$ cat src/rtl/serial_add_sequencer.sv
// Bit-serial adder controller: captures two operands plus carry-in, then walks a
// single full-adder cell across them LSB first, one bit per clock.
module serial_add_sequencer #(
  parameter int WIDTH = 8
) (
  input  logic             clk,
  input  logic             rst_n,
  input  logic             clear,
  input  logic             start_valid,
  output logic             start_ready,
  input  logic [WIDTH-1:0] a_in,
  input  logic [WIDTH-1:0] b_in,
  input  logic             cin,
  output logic             busy,
  output logic             done_valid,
  input  logic             done_ready,
  output logic [WIDTH-1:0] sum_out,
  output logic             cout
);

  localparam int CW = (WIDTH > 1) ? $clog2(WIDTH) : 1;
  localparam logic [CW-1:0] LAST_BIT = CW'(WIDTH - 1);

  typedef enum logic [1:0] {
    IDLE = 2'd0,
    RUN  = 2'd1,
    DONE = 2'd2
  } state_t;

  state_t           state_q, state_d;
  logic [WIDTH-1:0] aShift_q, aShift_d;
  logic [WIDTH-1:0] bShift_q, bShift_d;
  logic [WIDTH-1:0] sumShift_q, sumShift_d;
  logic             carry_q, carry_d;
  logic [CW-1:0]    count_q, count_d;
  logic [WIDTH-1:0] sum_q, sum_d;
  logic             cout_q, cout_d;
  logic             startReady_q, startReady_d;
  logic             busy_q, busy_d;
  logic             doneValid_q, doneValid_d;

  logic             halfSum, halfCarry, sumBit, carryBit, lastBit;
  logic [WIDTH-1:0] sumShifted;

  // Shared add cell: two half adders with their carries ORed together.
  assign halfSum   = aShift_q[0] ^ bShift_q[0];
  assign halfCarry = aShift_q[0] & bShift_q[0];
  assign sumBit    = halfSum ^ carry_q;
  assign carryBit  = halfCarry | (halfSum & carry_q);
  assign lastBit   = (count_q == LAST_BIT);

  // Written as shift-then-patch so a one-bit WIDTH needs no special slice.
  always_comb begin
    sumShifted = sumShift_q >> 1;
    sumShifted[WIDTH-1] = sumBit;
  end

  always_comb begin
    state_d    = state_q;
    aShift_d   = aShift_q;
    bShift_d   = bShift_q;
    sumShift_d = sumShift_q;
    carry_d    = carry_q;
    count_d    = count_q;
    sum_d      = sum_q;
    cout_d     = cout_q;

    if (clear) begin
      state_d = IDLE;
      count_d = '0;
    end else begin
      case (state_q)
        IDLE: begin
          if (start_valid) begin
            aShift_d = a_in;
            bShift_d = b_in;
            carry_d  = cin;
            count_d  = '0;
            state_d  = RUN;
          end
        end
        RUN: begin
          aShift_d   = aShift_q >> 1;
          bShift_d   = bShift_q >> 1;
          sumShift_d = sumShifted;
          carry_d    = carryBit;
          count_d    = count_q + CW'(1);
          if (lastBit) begin
            sum_d   = sumShifted;
            cout_d  = carryBit;
            state_d = DONE;
          end
        end
        DONE: begin
          if (done_ready) begin
            state_d = IDLE;
          end
        end
        default: begin
          state_d = IDLE;
        end
      endcase
    end

    startReady_d = (state_d == IDLE);
    busy_d       = (state_d == RUN);
    doneValid_d  = (state_d == DONE);
  end

  always_ff @(posedge clk or negedge rst_n) begin
    if (!rst_n) begin
      state_q      <= IDLE;
      aShift_q     <= '0;
      bShift_q     <= '0;
      sumShift_q   <= '0;
      carry_q      <= 1'b0;
      count_q      <= '0;
      sum_q        <= '0;
      cout_q       <= 1'b0;
      startReady_q <= 1'b1;
      busy_q       <= 1'b0;
      doneValid_q  <= 1'b0;
    end else begin
      state_q      <= state_d;
      aShift_q     <= aShift_d;
      bShift_q     <= bShift_d;
      sumShift_q   <= sumShift_d;
      carry_q      <= carry_d;
      count_q      <= count_d;
      sum_q        <= sum_d;
      cout_q       <= cout_d;
      startReady_q <= startReady_d;
      busy_q       <= busy_d;
      doneValid_q  <= doneValid_d;
    end
  end

  assign start_ready = startReady_q;
  assign busy        = busy_q;
  assign done_valid  = doneValid_q;
  assign sum_out     = sum_q;
  assign cout        = cout_q;

endmodule

$ cat config.mk
export PLATFORM = sky130hd
export DESIGN_NAME = serial_add_sequencer
export DESIGN_NICKNAME = d
export VERILOG_FILES = /design/src/rtl/serial_add_sequencer.sv
export SDC_FILE = /design/constraint.sdc
export NUM_CORES = 1
export LEC_CHECK = 0
export BUFFER_PORTS_ARGS = -buffer_cell sky130_fd_sc_hd__buf_2
export CAP_MARGIN = 10
export CORE_AREA = 2 2 67 69
export CTS_CLUSTER_SIZE = 40
export DETAILED_ROUTE_END_ITERATION = 8
export DIE_AREA = 0 0 69 71
export GPL_TIMING_DRIVEN = 1
export PLACE_DENSITY = 0.65
export SLEW_MARGIN = 20
export SYNTH_ARGS = -nofsm -noshare
export SYNTH_HDL_FRONTEND = slang
export SYNTH_SLANG_ARGS = --single-unit
export TNS_END_PERCENT = 5
$ cat constraint.sdc
create_clock -name clk -period 1.6 [get_ports clk]
set_input_delay 0.16 -clock clk [delete_from_list [all_inputs] [get_ports clk]]
set_output_delay 0.16 -clock clk [all_outputs]
set_load 0.01 [all_outputs]
==> metrics.md <==
| Metric | Value |
|---|---|
| Post-CTS sizing | `0` |
| Final setup violation count | `0` |
| # DRC | `0` |
| Slew margin rel. | `0.684` |
| Crit. End Element | `register` |
| Final Hold Fails | `0` |
| Die Width | `69 um` |
| Top FF cell, synth | `dfrtp_1` |
| Vias | `1189` |
| Largest net degree at the start of global routing | `42` |
| Crit path arrival time | `1620 ps` |
| Syn Inst Count | `140` |
| Post-DP HPWL | `2.28 mm` |
| DP Area | `0.00205 mm^2` |
| Chip height | `71 um` |
| Synth Warn # | `0` |
| Antenna Nets Post-Route | `0` |
| Row cnt | `24` |
| Final min period | `1470 ps` |
| Drt total wl | `3.26 mm` |
| Drt via density | `5.17` |
| Crit path required time | `1750 ps` |
| Setup TNS | `0 ps` |
| Port Buf Inserts | `33` |
| Clock Latency Late Sink | `290 ps` |
| CP Cell Sequence | `o21bai_1 > or2_1 > o21ai_0` |
| Average wire per cell in the routed design | `14.2 um` |
| WS Path Type | `reg -> reg` |
| Initial DRC count | `66` |
| Power Total | `2.39 mW` |
| H-tree levels | `2` |
| Slowest CP cell | `dfrtp_1` |
| First-pass GRT wire length | `5.62 mm` |
| CTS tree | `done` |
| DRT Pass-1 Iters | `4` |
| Syn Std Cell Area | `0.00181 mm^2` |
| Max VDD drop | `0.521 mV` |
| Critical Path Start | `state_q[0]` |
| Period utilization | `0.916` |
| Total GRT Usage | `0.148` |
| Leak | `1.04 nW` |
| Max Slew Vio Count | `0` |
| Status | `completed` |
| Ant. Diodes | `0` |
| Vias in the first global route | `1145` |
| Pwr/cell area | `1100 mW/mm^2` |
| Die area | `0.00490 mm^2` |
| Clock sink total | `41` |
| GRT overflow | `0` |
| Seq/Total Area, Yosys | `0.566` |
| EDFF count, synth | `0` |
| Max cap viols | `0` |
| Share of post-route cells with drive strength above 1 | `0.382` |
| Core area | `0.00420 mm^2` |
| Min-delay src | `a_in[7]` |
| Initial core utilization | `0.432` |
| CTS root buffer | `clkbuf_8` |
| Area added between synthesis and finish | `19.3%` |
| Antenna violations before repair | `0` |
| Fmax | `0.682 GHz` |
| FFs w/ async S/R, synth | `1.00` |
| Post-synth net total | `165` |
| Final Cell Area | `0.00216 mm^2` |
| Hold slack | `107 ps` |
| Fin nets | `202` |
| Max incr delay on CP | `460 ps` |
| FF-to-FF Start | `state_q[0]` |
| Crit-path max FO | `17` |
| Non-filler cells, final | `230` |
| Syn avg cell area | `13.0 um^2` |
| IO Count | `34` |
| Postcts setup bufs | `0` |
| Clock Path Buffers | `2` |
| Hold Path Class | `in -> reg` |
| Final Wtd Congestion | `0.731` |
| RSZ-0062 raised after global routing | `no` |
| CTS buffer count | `5` |
| Slew at the pin closest to its max-slew limit | `474 ps` |
| Cell count after placement | `221` |
| Clock Pin Slew Worst Setup and Hold Paths | `70 ps` |
| #FFs+latches synth | `41` |
| Clock skew | `3.64 ps` |
| Number of library cell types mapped by synthesis | `26` |
| Worst Setup Start Kind | `register` |
sequential cells by signal (all words and copies together) (netlist names):
| signal | cells |
|---|---|
| busy | 1 |
| start_ready | 1 |
| sum_out | 8 |
| done_valid | 1 |
| cout | 1 |
| state_q | 2 |
| sumShift_q | 7 |
| aShift_q | 8 |
| bShift_q | 8 |
| carry_q | 1 |
| count_q | 3 |
critical path, delay by kind of cell, from the launching register on:
kind	cells	cell delay (ps)
DFF	1	460
and+or+nand+nor	1	440
AOI/OAI and AO/OA	2	430
cell usage in the layout (no fill, tap or decap), drive strengths merged, types with 2 or more instances in the layout:
cell / instances
dfrtp: 40
buf: 39
o21ai: 34
mux2i: 16
mux2: 16
clkbuf: 7
nor2: 4
a211oi: 2
a21oi: 2
nand2: 2
a22oi: 2
ha: 2
synthesized netlist by cell type, drive strengths merged (2+ instances only):
cell,n,share of area
a211oi,2,0.0083
a21oi,2,0.0055
a22oi,2,0.0083
buf,4,0.022
clkbuf,6,0.013
dfrtp,40,0.55
ha,2,0.014
mux2,16,0.12
mux2i,16,0.088
nand2,2,0.0041
nor2,4,0.0083
o21ai,34,0.094
kinds of logic (layout without fill, tap and decap cells):
logic type               count (synthesis)  after routing  synth area share
AO/OA/AOI/OAI                           41             41             0.120
flip-flops                              41             41             0.566
multiplexers                            32             32             0.206
AND/OR/NAND/NOR                         13             13            0.0476
buffers and inverters                   10             48            0.0352
adder cells (fa/ha/maj)                  3              3            0.0248
final cells by class:
cell class,instances,area [um^2]
multi-input cells,89,726
clock inverters,1,5.00
repair buffers,40,245
clock buffers,7,96.3
well taps,52,65.1
fillers,376,2040
flip-flops and latches,41,1030
per-layer routing:
metal / up-vias / GRT usage / wire length (um)
met5: - / 0 / 0
met4: 0 / 0.0632 / 54
met3: 6 / 0.0613 / 204
met2: 37 / 0.228 / 1550
met1: 574 / 0.186 / 1450
li1: 572 / - / -
report_power, final:
group | internal, mW | switching (mW) | leakage, nW
Sequential | 1.20 | 0.106 | 0.529
Clock | 0.390 | 0.347 | 0.0542
Combinational | 0.187 | 0.151 | 0.458
Total | 1.78 | 0.604 | 1.04
worst paths after layout:
check	slack, ps	end	cells after the start
max	130	aShift_q[5]	3
min	110	aShift_q[7]	3
max reg2reg	130	aShift_q[5]	3
min reg2reg	510	aShift_q[2]	2
max in group asynchronous	990	start_ready	3
min in group asynchronous	360	sum_out[4]	3
stage by stage:
stage,setup slack (ps),util
6_report,134,0.515
5_1_grt,4.57,0.515
4_1_cts,103,0.515
3_5_place_dp,128,0.488
3_3_place_gp,189,0.488
2_1_floorplan,98.0,-
timing repair:
item	4_1_cts	5_1_grt
hold endpoints to repair	40	0
hold buffers	1	0
endpoints found under the setup margin	0	0
No activity file was read; power rests on OpenSTA's default activity.
